### config.mk
export PLATFORM = sky130hd
export DESIGN_NAME = uart_rx_frame_parser
export DESIGN_NICKNAME = d
export VERILOG_FILES = /design/src/rtl/uart_rx_frame_parser.sv
export SDC_FILE = /design/constraint.sdc
export NUM_CORES = 1
export LEC_CHECK = 0
export ABC_AREA = 1
export BUFFER_PORTS_ARGS = -buffer_cell sky130_fd_sc_hd__buf_2
export CORE_MARGIN = 2
export CORE_UTILIZATION = 43
export CTS_CLUSTER_SIZE = 8
export DETAILED_ROUTE_END_ITERATION = 10
export SLEW_MARGIN = 0
export SYNTH_ARGS = -nofsm -noshare
export SYNTH_HDL_FRONTEND = slang
export SYNTH_SLANG_ARGS = --single-unit
export TNS_END_PERCENT = 100
### constraint.sdc
create_clock -name clk -period 2 [get_ports clk]
set_input_delay 0.2 -clock clk [delete_from_list [all_inputs] [get_ports clk]]
set_output_delay 0.2 -clock clk [all_outputs]
set_load 0.01 [all_outputs]
### src/rtl/uart_rx_frame_parser.sv
// uart_rx_frame_parser
// Parses framed byte streams of the form SYNC, CMD, LEN, LEN x payload, CHK
// where CHK is the XOR of CMD, LEN and every payload byte. Payload bytes are
// forwarded one cycle after they arrive; completion or abort is signalled by
// a one-cycle frame_ok / frame_err strobe with a sticky abort reason.
//
// Optional feature: define UART_RX_FRAME_TIMEOUT_EN to build an inter-byte
// idle counter that aborts a partially received frame after TIMEOUT_CYCLES
// clock cycles without a byte (err_code 2'b11). Without the macro the parser
// waits indefinitely in every state.
module uart_rx_frame_parser #(
    parameter logic [7:0] SYNC_BYTE      = 8'hA5,
    parameter int         MAX_LEN        = 16,
    parameter int         TIMEOUT_CYCLES = 5500
) (
    input  logic       clk,
    input  logic       reset,
    input  logic [7:0] rx_byte,
    input  logic       rx_byte_valid,
    output logic [7:0] pay_data,
    output logic       pay_valid,
    output logic [7:0] frame_cmd,
    output logic [7:0] frame_len,
    output logic       frame_ok,
    output logic       frame_err,
    output logic [1:0] err_code
);

    localparam logic [7:0] MAX_LEN_B = 8'(MAX_LEN);

    localparam logic [1:0] ERR_NONE    = 2'b00;
    localparam logic [1:0] ERR_CHK     = 2'b01;
    localparam logic [1:0] ERR_LEN     = 2'b10;
`ifdef UART_RX_FRAME_TIMEOUT_EN
    localparam logic [1:0] ERR_TIMEOUT = 2'b11;
    localparam int         IW          = $clog2(TIMEOUT_CYCLES + 1);
    localparam logic [IW-1:0] IDLE_LAST = IW'(TIMEOUT_CYCLES - 1);
`endif

    typedef enum logic [2:0] {
        HUNT    = 3'd0,
        CMD     = 3'd1,
        LEN     = 3'd2,
        PAYLOAD = 3'd3,
        CHECK   = 3'd4
    } state_t;

    state_t     state_q;
    logic [7:0] chk_q;
    logic [7:0] cnt_q;
    logic [7:0] pay_data_q;
    logic       pay_valid_q;
    logic [7:0] frame_cmd_q;
    logic [7:0] frame_len_q;
    logic       frame_ok_q;
    logic       frame_err_q;
    logic [1:0] err_code_q;
`ifdef UART_RX_FRAME_TIMEOUT_EN
    logic [IW-1:0] idle_q;
`endif

    // Running checksum and payload count as they would be after this byte.
    logic [7:0] chk_d;
    logic [7:0] cnt_d;
    assign chk_d = chk_q ^ rx_byte;
    assign cnt_d = cnt_q + 8'd1;

    // Frame FSM with registered outputs; strobes default low every cycle.
    always_ff @(posedge clk) begin
        if (reset) begin
            state_q     <= HUNT;
            chk_q       <= 8'h00;
            cnt_q       <= 8'h00;
            pay_data_q  <= 8'h00;
            pay_valid_q <= 1'b0;
            frame_cmd_q <= 8'h00;
            frame_len_q <= 8'h00;
            frame_ok_q  <= 1'b0;
            frame_err_q <= 1'b0;
            err_code_q  <= ERR_NONE;
`ifdef UART_RX_FRAME_TIMEOUT_EN
            idle_q      <= '0;
`endif
        end else begin
            pay_valid_q <= 1'b0;
            frame_ok_q  <= 1'b0;
            frame_err_q <= 1'b0;
            if (rx_byte_valid) begin
`ifdef UART_RX_FRAME_TIMEOUT_EN
                // A byte always wins over a timeout reached in the same cycle.
                idle_q <= '0;
`endif
                case (state_q)
                    HUNT: begin
                        if (rx_byte == SYNC_BYTE) begin
                            state_q <= CMD;
                            chk_q   <= 8'h00;
                        end
                    end
                    CMD: begin
                        frame_cmd_q <= rx_byte;
                        chk_q       <= chk_d;
                        state_q     <= LEN;
                    end
                    LEN: begin
                        frame_len_q <= rx_byte;
                        chk_q       <= chk_d;
                        cnt_q       <= 8'h00;
                        if (rx_byte == 8'h00) begin
                            state_q <= CHECK;
                        end else if (rx_byte > MAX_LEN_B) begin
                            frame_err_q <= 1'b1;
                            err_code_q  <= ERR_LEN;
                            state_q     <= HUNT;
                        end else begin
                            state_q <= PAYLOAD;
                        end
                    end
                    PAYLOAD: begin
                        chk_q       <= chk_d;
                        pay_data_q  <= rx_byte;
                        pay_valid_q <= 1'b1;
                        cnt_q       <= cnt_d;
                        if (cnt_d == frame_len_q) begin
                            state_q <= CHECK;
                        end
                    end
                    CHECK: begin
                        if (rx_byte == chk_q) begin
                            frame_ok_q <= 1'b1;
                            err_code_q <= ERR_NONE;
                        end else begin
                            frame_err_q <= 1'b1;
                            err_code_q  <= ERR_CHK;
                        end
                        state_q <= HUNT;
                    end
                    default: state_q <= HUNT;
                endcase
            end
`ifdef UART_RX_FRAME_TIMEOUT_EN
            else if (state_q != HUNT) begin
                // Count idle cycles inside a frame; the TIMEOUT_CYCLES-th aborts it.
                if (idle_q == IDLE_LAST) begin
                    frame_err_q <= 1'b1;
                    err_code_q  <= ERR_TIMEOUT;
                    state_q     <= HUNT;
                    idle_q      <= '0;
                end else begin
                    idle_q <= idle_q + 1'b1;
                end
            end
`endif
        end
    end

    assign pay_data  = pay_data_q;
    assign pay_valid = pay_valid_q;
    assign frame_cmd = frame_cmd_q;
    assign frame_len = frame_len_q;
    assign frame_ok  = frame_ok_q;
    assign frame_err = frame_err_q;
    assign err_code  = err_code_q;

endmodule

=== After elaboration in Yosys (flattened, before gate mapping) ===
Cells that the tools add are included.

* Register bits: 48
* Output and inout bits: 29
* Word-level logic and storage cells: 59

* Add/subtract/negate cells: 1
* Order comparisons: 1
* Eq/ne operators: 11
* Muxes and demuxes: 18
* Bitwise operators: 3
* Reduce and logical (&&, ||, !) cells: 15

{| class="wikitable"
|+ Operators with widths
! operator !! count
|-
| $pmux 8 s2 || 2
|-
| $eq 8x8->1 || 2
|-
| $pmux 3 s4 || 1
|-
| $mux 3 || 3
|-
| $add 8x1->8 const B || 1
|-
| $eq 8x8->1 const B || 1
|-
| $gt 8x5->1 const B || 1
|-
| $logic_not 8->1 || 1
|-
| $mux 8 || 1
|-
| $ne 2x2->1 const B || 4
|-
| $reduce_and 2->1 || 4
|-
| $xor 8x8->8 || 1
|-
| $eq 3x2->1 const B || 2
|-
| $mux 1 || 6
|-
| $mux 2 || 3
|-
| $reduce_and 3->1 || 2
|-
| $reduce_bool 2->1 || 3
|-
| $reduce_or 3->1 || 2
|-
| $pmux 2 s2 || 1
|-
| $reduce_and 4->1 || 1
|-
| $eq 3x1->1 const B || 1
|-
| $eq 3x3->1 const B || 1
|-
| $logic_not 3->1 || 1
|-
| $not 1->1 || 2
|-
| 2 further kinds || 2
|}

=== Depth between registers and ports, before layout ===
Gate-level depths: netlist (run 1).

* Depth in word-level cells: 4
* Mapped depth: 14
* Mapped depth without buffers: 14

=== Least setup slack after synthesis (run 1) ===
No wires, ideal clock.

* Path type: reg-to-reg
* Start point: register cnt_q[0]
* End point: register state_q[1]
* Setup time: 0.115 ns
* Data arrival time: 1.397 ns
* Path slack: 0.488 ns
* Cell stages (with the launch flop): 13
* Path buffers: 0
* Cell sequence: dfxtp_1 ha_1 nand2_1 nor2_2 nand3_1 nand3_1 nand2_1 nor2_2 nand3_2 nand2_2 nand3_1 nand2_1 nor2_1

* Cells in the longest elaborated chain, start to end: 4

{| class="wikitable"
|+ RTL lines
! element !! line !! source
|-
| start: declaration || 50 || <nowiki>logic [7:0] cnt_q;</nowiki>
|-
| start signal: assignment || 123 || <nowiki>cnt_q <= cnt_d;</nowiki>
|-
| $add 8x1->8 || 66 || <nowiki>assign cnt_d = cnt_q + 8'd1;</nowiki>
|-
| $eq 8x8->1 || 124 || <nowiki>if (cnt_d == frame_len_q) begin</nowiki>
|-
| $ne 2x2->1 (no source line) || -- ||
|-
| $reduce_and 3->1 (no source line) || -- ||
|-
| end signal: assignment || 71 || <nowiki>state_q <= HUNT;</nowiki>
|-
| end signal: assignment || 125 || <nowiki>state_q <= CHECK;</nowiki>
|-
| end signal: assignment || 136 || <nowiki>state_q <= HUNT;</nowiki>
|-
| end: declaration || 48 || <nowiki>state_t state_q;</nowiki>
|}

Every way passes these cells.
A chain may end at the register's enable or synchronous reset.

=== Worst setup path in the final report (run 1) ===
Ends and elaborated chain as after synthesis.

==> run_results.csv, run 1 <==
group,metric,value,unit
logic_synthesis,syn-cell-area,2290,um^2
route,drcViolationCount,0,
clocking,path_clk_slew,0.10,ns
route,drt_iter0_drc,135,
clocking,htreeDepth,2,
floorplanning,start_util,0.446,
worst_setup_path,r2r_start,"cnt_q[0]",
route,ant_nets,0,
floorplanning,die_area,5930,um^2
worst_setup_path,cp.required,2.20,ns
placement,place_ws,0.337,ns
power,power_density,1010,nW/um^2
timing,tns,0,ns
clocking,cts_inserted_buffers,5,
placement,gp_congestion,0.844,
floorplanning,coreArea,5140,um^2
logic_synthesis,ys_warn_count,0,
clocking,postCtsHoldBufs,0,
worst_setup_path,endpoint_kind,"flip-flop",
clocking,worstSkewPairLatency,0.30,ns
route,drt_wl_total,5630,um
placement,hpwl,4060,um
worst_setup_path,critPathMaxFanout,5,
worst_setup_path,r2r_cells,12,
timing,setup_viol,0,
global_route,track_usage,0.198,
logic_synthesis,synth-edff-count,0,
timing,slew-limit-headroom,0.681,
flow_run,max_cap_violations,0,
logic_synthesis,synth_area_per_cell,7.23,um^2
worst_setup_path,cp.arrival,1.89,ns
timing,max_freq,592,MHz
route,wl_per_cell,13.1,um
timing,hold_viol_final,0,
logic_synthesis,syn_inst,317,
floorplanning,die_w,77.0,um
finish,fin_nets,371,
clocking,cts_root_buf,"clkbuf_8",
timing,min_period,1.69,ns
clocking,cts_setup_buffers,0,
clocking,clk_path_buf_depth,2,
global_route,grt_max_degree,30,
logic_synthesis,async_flop_share,0,
worst_setup_path,r2r-end,"state_q[1]",
global_route,first_global_vias,1982,
global_route,antenna_found_initial,0,
clocking,clock_sinks,48,
min_path,hold_depth,3,
clocking,cts_tree,"yes",
timing,worst_slew_pin_slew,0.477,ns
min_path,hold_class,"in -> reg",
worst_setup_path,critPathLaunchType,"flip-flop",
placement,port_buffers,39,
timing,final_max_slew_viol_count,0,
floorplanning,io_pins,40,
timing,setup_slack,0.312,ns
status,status,"finished clean",
worst_setup_path,crit_type,"reg -> reg",
finish,antennaDiodeCount,0,
finish,layout_common_cells,"48 x nor2_1, 48 x dfxtp_1, 45 x nand2_1",
timing,rsz0062_at_grt,"false",
power,ir_drop,485,uV
timing,fin_skew,0.00876,ns
logic_synthesis,seq_area_frac_synth,0.419,
logic_synthesis,synth_cell_type_count,33,
logic_synthesis,ys_seq_elements,48,
power,p_leak,1.17,nW
logic_synthesis,syn-num-nets,329,
min_path,hold_start,"rx_byte_valid",
finish,drive_gt1_frac,0.197,
route,avgViaCountPerCell,5.08,
min_path,hold_end,"frame_err",
floorplanning,num_rows,26,
global_route,overflow,0,
timing,period_share,0.844,
route,num_vias,2185,
route,dr.pass1.iters,4,
finish,area_growth,15.9,%
floorplanning,fp.dieH,77.0,um
global_route,grt_pass1_wl,9540,um
logic_synthesis,ys.flop_type,"dfxtp_1",
worst_setup_path,regToRegSetupSlack,0.31,ns
clocking,ctsResizeCount,0,
## Yosys cell counts (2+ instances only)
library cell / count / area (um^2)
nor4_1: 3 / 18.8
nand3_1: 24 / 120
dfxtp_1: 48 / 961
nor2_1: 48 / 180
o32ai_1: 2 / 17.5
inv_1: 33 / 124
o31ai_1: 2 / 15.0
clkbuf_1: 3 / 11.3
buf_4: 2 / 15.0
o21ai_0: 25 / 125
nand2_1: 45 / 169
xor2_1: 9 / 78.8
nand4_1: 13 / 81.3
buf_1: 2 / 7.51
nor2_2: 6 / 37.5
a21oi_2: 2 / 17.5
nand2_2: 5 / 31.3
o21ai_1: 3 / 15.0
a21oi_1: 28 / 140
## sequential cells by signal, indices dropped and copies added (netlist names)
register   cells
chk_q          8
cnt_q          8
frame_cmd      8
frame_len      8
pay_data       8
state_q        3
err_code       2
frame_err      1
frame_ok       1
pay_valid      1
## critical path, cell delays in order, from the launching register on
cell	delay, ns
dfxtp_1	0.39
ha_1	0.25
nand2_1	0.12
nor2_2	0.14
nand3_1	0.11
nand3_1	0.09
nand2_1	0.06
nor2_2	0.11
nand3_2	0.07
nand2_2	0.09
nand3_1	0.07
nand2_1	0.06
nor2_1	0.04
## worst max path at each step
stage              from          to  depth (start not counted)
2_1_floorplan  cnt_q[0]  state_q[1]                         12
3_3_place_gp   cnt_q[0]  state_q[0]                         11
3_5_place_dp   cnt_q[0]  state_q[1]                         12
4_1_cts        cnt_q[0]  state_q[1]                         12
5_1_grt        cnt_q[0]  state_q[1]                         12
6_report       cnt_q[0]  state_q[1]                         12
## through the flow
| stage | cells | hold slack, ns | util | power (mW) | cell area (um^2) |
|---|---|---|---|---|---|
| final | 430 | 0.220 | 0.517 | 2.69 | 2660 |
| after global routing | 430 | 0.224 | 0.517 | 2.89 | 2660 |
| after floorplan | 317 | 0.335 | - | 1.82 | 2290 |
| after global placement | 422 | 0.453 | 0.498 | 2.09 | 2560 |
| after detailed placement | 422 | 0.455 | 0.498 | 2.09 | 2560 |
| after CTS | 430 | 0.209 | 0.517 | 2.71 | 2660 |
## area by class of cell
class | instances | area (um^2)
fill | 541 | 2480
timing repair buffer | 45 | 240
clock buffer | 5 | 68.8
inverter | 34 | 128
sequential | 48 | 961
clock inverter | 3 | 25.0
multi-input combinational | 225 | 1140
tap | 70 | 87.6
## cells by family after synthesis
logic type / Yosys count / synth area share
buffers and inverters: 44 / 0.0808
xor gates and xnor gates: 10 / 0.0382
and+or+nand+nor: 148 / 0.297
adders and majority gates: 1 / 0.00546
AOI/OAI and AO/OA: 66 / 0.159
DFF: 48 / 0.419
## power breakdown
part,switching (mW),leakage (nW),internal (mW)
Sequential,0.111,0.388,1.10
Combinational,0.565,0.741,0.304
Clock,0.352,0.0452,0.255
## layer usage
| layer | GRT usage | up-vias | part of all wire |
|---|---|---|---|
| li1 | - | 1138 | - |
| met1 | 0.286 | 1003 | 0.52 |
| met2 | 0.307 | 42 | 0.44 |
| met3 | 0.0341 | 2 | 0.037 |
| met4 | 0.0482 | 0 | 0.0048 |
| met5 | 0 | - | 0 |
Note: power is estimated with default switching activity, not from simulation.
==> run 2, diff against run 1 <==
ABC_AREA = 0   (was 1)
PLACE_DENSITY = 0.66   (was not set)
clock period = 1.4 ns   (was 2 ns; I/O delays follow)
==> run 2 against run 1 <==
  * The run now ends with setup timing left
  * Global-route usage up 1.9 points
  * Final cell count rose by 7.7%
  * First-iteration DRC count is 11% higher
  * Register-to-register slack got worse by 0.78 ns
  * Via count up 11%
  * Sequential cell count stayed put
  * Critical path type unchanged
==> run_results.csv, run 2 <==
group,metric,value,unit
logic_synthesis,synth-xor-area-share,0.0657,
power,finalPower,2.71,mW
timing,min_period,1.86,ns
clocking,htreeDepth,2,
floorplanning,io_pins,40,
placement,gp_congestion,0.839,
floorplanning,coreArea,5440,um^2
clocking,postCtsHoldBufs,0,
worst_setup_path,crit_type,"reg -> reg",
clocking,clk_path_buf_depth,2,
timing,final_max_slew_viol_count,0,
clocking,worstSkewPairLatency,0.30,ns
worst_setup_path,cp.required,1.64,ns
logic_synthesis,syn-num-nets,321,
worst_setup_path,path_delay_family,"compound AO/OA/AOI/OAI gates",
route,avgViaCountPerCell,5.23,
logic_synthesis,syn_inst,309,
worst_setup_path,slowest_delay,0.45,ns
logic_synthesis,synth_common_cells,"58 x nand2_1, 48 x dfxtp_1, 39 x a21oi_1, 26 x nor2_1, 22 x o21ai_0",
placement,port_buffers,39,
floorplanning,fp.dieH,78.7,um
timing,max_freq,537,MHz
clocking,cts_inserted_buffers,5,
logic_synthesis,ys_warn_count,0,
route,wl_per_cell,14.4,um
placement,hpwl,4770,um
min_path,hold_start,"reset",
power,power_density,830,nW/um^2
timing,tns,-1.35,ns
finish,final_util,0.600,
global_route,antenna_found_initial,0,
logic_synthesis,synth_top_area_share,0.401,
logic_synthesis,synth.most_common_cell,"nand2_1",
power,ir_drop,518,uV
min_path,hold_class,"in -> reg",
floorplanning,die_w,78.7,um
route,ant_nets,0,
route,drt_iter0_drc,150,
finish,fin_nets,402,
logic_synthesis,syn-cell-area,2400,um^2
global_route,grt_pass1_wl,10700,um
logic_synthesis,netlist.top_cell.by_area,"dfxtp_1",
finish,drive_gt1_frac,0.353,
worst_setup_path,crit_slowest_cell,"or4bb_4",
logic_synthesis,synth_compound_area_frac,0.206,
timing,slew-limit-headroom,0.772,
timing,period_share,1.33,
placement,place_ws,-0.389,ns
worst_setup_path,critPathLaunchType,"flip-flop",
logic_synthesis,synth_fa_ha_area_frac,0.00522,
timing,worst_slew_pin_slew,0.342,ns
route,dr.pass1.iters,5,
timing,hold_viol_final,0,
finish,final_area,3260,um^2
timing,fin_skew,0.0101,ns
logic_synthesis,ys_seq_elements,48,
finish,antennaDiodeCount,0,
placement,placed_cell_area,2990,um^2
clocking,path_clk_slew,0.09,ns
logic_synthesis,synth_area_per_cell,7.76,um^2
logic_synthesis,synth-edff-count,0,
global_route,first_global_vias,2252,
worst_setup_path,cp.arrival,2.11,ns
worst_setup_path,cp-startpoint,"cnt_q[1]",
finish,layout_common_cells,"58 x nand2_1, 54 x buf_4, 42 x dfxtp_1",
logic_synthesis,ys.flop_type,"dfxtp_1",
logic_synthesis,synth_top_family_by_area,"simple AND/OR/NAND/NOR gates",
flow_run,max_cap_violations,0,
logic_synthesis,seq_area_frac_synth,0.401,
finish,area_growth,36.1,%
timing,setup_slack,-0.463,ns
logic_synthesis,async_flop_share,0,
worst_setup_path,r2r_start,"cnt_q[1]",
global_route,grt_max_degree,28,
logic_synthesis,yosys.area_share.simple,0.263,
status,violations,"setup timing",
logic_synthesis,synthMuxAreaShare,0,
worst_setup_path,path_cells,"ha_4 -> or4bb_4 -> o211ai_1 -> a21oi_1 -> a311oi_2 -> o211a_1",
logic_synthesis,synth_cell_type_count,47,
worst_setup_path,critPathMaxFanout,3,
logic_synthesis,synth.area.top_cells,"dfxtp_1 40%, nand2_1 9.1%, a21oi_1 8.1%, o21ai_0 4.6%, xor2_1 4.4%",
worst_setup_path,crit_buf_inv,0,
floorplanning,die_area,6190,um^2
route,drcViolationCount,0,
clocking,clock_sinks,48,
status,status,"finished with violations",
power,p_leak,1.37,nW
timing,setup_viol,5,
floorplanning,start_util,0.441,
route,num_vias,2423,
floorplanning,num_rows,27,
timing,rsz0062_at_grt,"true",
clocking,cts_tree,"yes",
finish,mostFrequentLayoutCell,"nand2_1",
clocking,cts_root_buf,"clkbuf_8",
global_route,track_usage,0.216,
worst_setup_path,endpoint_kind,"flip-flop",
global_route,overflow,0,
route,drt_wl_total,6680,um
[run 2: report_power, final]
part	switching [mW]	leakage (nW)	total (mW)	internal [mW]
Sequential	0.0171	0.392	1.40	1.38
Clock	0.482	0.0596	0.995	0.513
Combinational	0.179	0.918	0.315	0.137
Total	0.678	1.37	2.71	2.03
[run 2: worst register-to-register path: stages (launching register included)]
cell	delay [ns]
dfxtp_4	0.41
ha_4	0.15
or4bb_4	0.45
o211ai_1	0.09
a21oi_1	0.11
a311oi_2	0.37
o211a_1	0.21
[run 2: metal layers]
layer | global-route usage | vias up | wire length [um]
met5 | 0 | - | 0
met4 | 0.0649 | 0 | 112
met3 | 0.0345 | 13 | 312
met2 | 0.373 | 52 | 3360
met1 | 0.278 | 1135 | 2900
li1 | - | 1223 | -
[run 2: final timing paths]
check	to	slack (ns)	depth (start not counted)
worst max-delay path	state_q[2]	-0.46	6
worst min-delay path	state_q[2]	0.16	3
worst max register to register	state_q[2]	-0.46	6
worst min register to register	pay_data[5]	0.46	2
[run 2: kinds of logic after synthesis]
logic type | count (synthesis)
DFF | 48
AOI/OAI and AO/OA | 83
and+or+nand+nor | 130
adders and majority gates | 1
buffers and inverters | 29
xor gates and xnor gates | 18
[run 2: timing repair]
item,4_1_cts,5_1_grt
setup endpoints to repair,12,42
pin swaps,1,7
cloned,0,0
setup buffers,2,3
gates resized for setup,3,38
[run 2: layout make-up]
class / count / area (um^2)
clock buffers: 7 / 108
well taps: 72 / 90.1
clock inverters: 1 / 8.76
multi-input cells: 232 / 1400
fillers: 501 / 2170
flip-flops and latches: 48 / 978
inverters: 5 / 18.8
repair buffers: 98 / 657
[run 2: stage by stage]
step | hold WS (ns) | instances
3_3_place_gp | 0.441 | 450
2_1_floorplan | 0.368 | 309
5_1_grt | 0.188 | 463
3_5_place_dp | 0.446 | 450
4_1_cts | 0.163 | 460
6_report | 0.165 | 463
==> run 3, diff against run 2 <==
clock period = 1.7 ns   (was 1.4 ns; I/O delays follow)
==> run 3 against run 2 <==
  * The run still ends with setup timing left
  * Combinational power is 30% lower
  * Global-route usage down 0.91 points
  * Clock skew increased by 0.00092 ns
  * Non-clock buffer count down 28
  * Power is 22% lower
==> run_results.csv, run 3 (synthesis gave the netlist of run 2 again) <==
group,metric,value,unit
timing,hold_ws,0.152,ns
placement,dpl.cell_count,427,
worst_setup_path,endpoint_kind,"flip-flop",
clocking,cts_root_buf,"clkbuf_8",
power,power_density,718,nW/um^2
clocking,cts_inserted_buffers,5,
global_route,first_global_vias,2065,
global_route,grt_pass1_wl,10100,um
timing,min_period,1.79,ns
finish,drive_gt1_frac,0.253,
floorplanning,fp.dieH,78.7,um
finish,area_growth,22.8,%
power,p_leak,1.20,nW
timing,slew-limit-headroom,0.778,
route,drt_wl_total,6020,um
finish,fillers,528,
route,drcViolationCount,0,
worst_setup_path,crit_slowest_cell,"a2111o_1",
worst_setup_path,cp.required,1.95,ns
clocking,cts_tree,"yes",
floorplanning,start_util,0.441,
worst_setup_path,slowest_delay,0.41,ns
clocking,cts_setup_buffers,0,
clocking,ctsResizeCount,1,
clocking,worstSkewPairLatency,0.31,ns
placement,gp_congestion,0.882,
floorplanning,die_area,6190,um^2
clocking,clk_path_buf_depth,2,
timing,period_share,1.05,
floorplanning,num_rows,27,
finish,antennaDiodeCount,0,
flow_run,max_cap_violations,0,
global_route,track_usage,0.207,
power,ir_drop,297,uV
timing,setup_viol,3,
timing,hold_viol_final,0,
worst_setup_path,critPathLaunchType,"flip-flop",
floorplanning,coreArea,5440,um^2
route,avgViaCountPerCell,5.26,
finish,layout_common_cells,"58 x nand2_1, 44 x dfxtp_1, 39 x buf_2",
placement,port_buffers,39,
timing,rsz0062_at_grt,"true",
status,status,"finished with violations",
clocking,clock_sinks,48,
power,clockPowerShare,0.348,
worst_setup_path,path_cells,"nand4_2 -> or3_1 -> a2111o_1 -> a311oi_4 -> o211a_1",
status,violations,"setup timing",
power,share_seq_of_total_power,0.548,
global_route,overflow,0,
clocking,path_clk_slew,0.09,ns
route,drt_iter0_drc,167,
global_route,grt_max_degree,26,
worst_setup_path,crit_type,"reg -> reg",
worst_setup_path,critPathMaxFanout,4,
power,switching_share,0.263,
finish,fin_nets,374,
timing,setup_slack,-0.0930,ns
power,power.switching,0.555,mW
finish,fin_cells,435,
route,num_vias,2290,
min_path,hold_class,"in -> reg",
clocking,htreeDepth,2,
route,wl_per_cell,13.8,um
worst_setup_path,path_delay_family,"compound AO/OA/AOI/OAI gates",
clocking,postCtsHoldBufs,0,
power,intPower,1.56,mW
route,ant_nets,0,
placement,hpwl,4400,um
route,dr.pass1.iters,4,
global_route,antenna_found_initial,0,
timing,max_freq,558,MHz
worst_setup_path,cp.arrival,2.04,ns
power,pwr-share-comb,0.104,
finish,mostFrequentLayoutCell,"nand2_1",
floorplanning,die_w,78.7,um
floorplanning,io_pins,40,
timing,final_max_slew_viol_count,0,
worst_setup_path,crit_buf_inv,0,
timing,fin_skew,0.0110,ns
timing,worst_slew_pin_slew,0.332,ns
==> run 3: cell types whose count changed in the layout (fill, tap and decap cells not counted), sizes merged <==
cell	change
inv	+1
clkinvlp	+1
clkbuf	-1
buf	-28
clkinv	-1
==> run 3: path summary, 6_finish.rpt <==
path	from	end	slack, ns	cells past startpoint
worst max-delay path	cnt_q[3]	state_q[2]	-0.09	5
worst min-delay path	rx_byte_valid	err_code[1]	0.15	2
worst max register to register	cnt_q[3]	state_q[2]	-0.09	5
worst min register to register	pay_data[5]	pay_data[5]	0.46	2
==> run 3: worst register-to-register path: cells and delay by family (launching register included) <==
kind | cells | cell delay, ns
AO/OA/AOI/OAI | 3 | 0.90
flip-flops | 1 | 0.37
AND/OR/NAND/NOR | 2 | 0.46
==> run 3: stage by stage <==
step | utilization | power (mW) | TNS (ns) | area (um^2) | setup slack (ns)
2_1_floorplan | - | 1.33 | -0.148 | 2430 | -0.0540
3_3_place_gp | 0.520 | 1.40 | -0.485 | 2830 | -0.0863
3_5_place_dp | 0.520 | 1.40 | -0.877 | 2830 | -0.103
4_1_cts | 0.538 | 2.13 | -0.290 | 2930 | -0.0981
5_1_grt | 0.542 | 2.20 | -0.564 | 2950 | -0.195
6_report | 0.542 | 2.11 | -0.272 | 2950 | -0.0930
==> run 3: cell type report <==
type                            count  area (um^2)  share of cell area
Clock buffer                        6         82.6              0.0280
Clock inverter                      2         13.8             0.00467
Inverter                            5         18.8             0.00637
Multi-Input combinational cell    232         1330               0.451
Sequential cell                    48          971               0.330
Tap cell                           72         90.1              0.0306
Timing Repair Buffer               70          440               0.149
==> run 3: power groups by stage <==
stage / clock [mW] / sequential [mW] / combinational [mW]
5_1_grt: 0.789 / 1.16 / 0.246
6_report: 0.736 / 1.16 / 0.221
2_1_floorplan: 0 / 1.19 / 0.140
3_5_place_dp: 0 / 1.18 / 0.217
3_3_place_gp: 0 / 1.18 / 0.216
4_1_cts: 0.752 / 1.16 / 0.219
==> run 3: per-layer routing <==
layer | vias up | GRT usage | part of all wire
met1 | 1059 | 0.298 | 0.49
met3 | 5 | 0.0391 | 0.043
met4 | 0 | 0.0754 | 0.012
met5 | - | 0 | 0
met2 | 56 | 0.308 | 0.46
li1 | 1170 | - | -
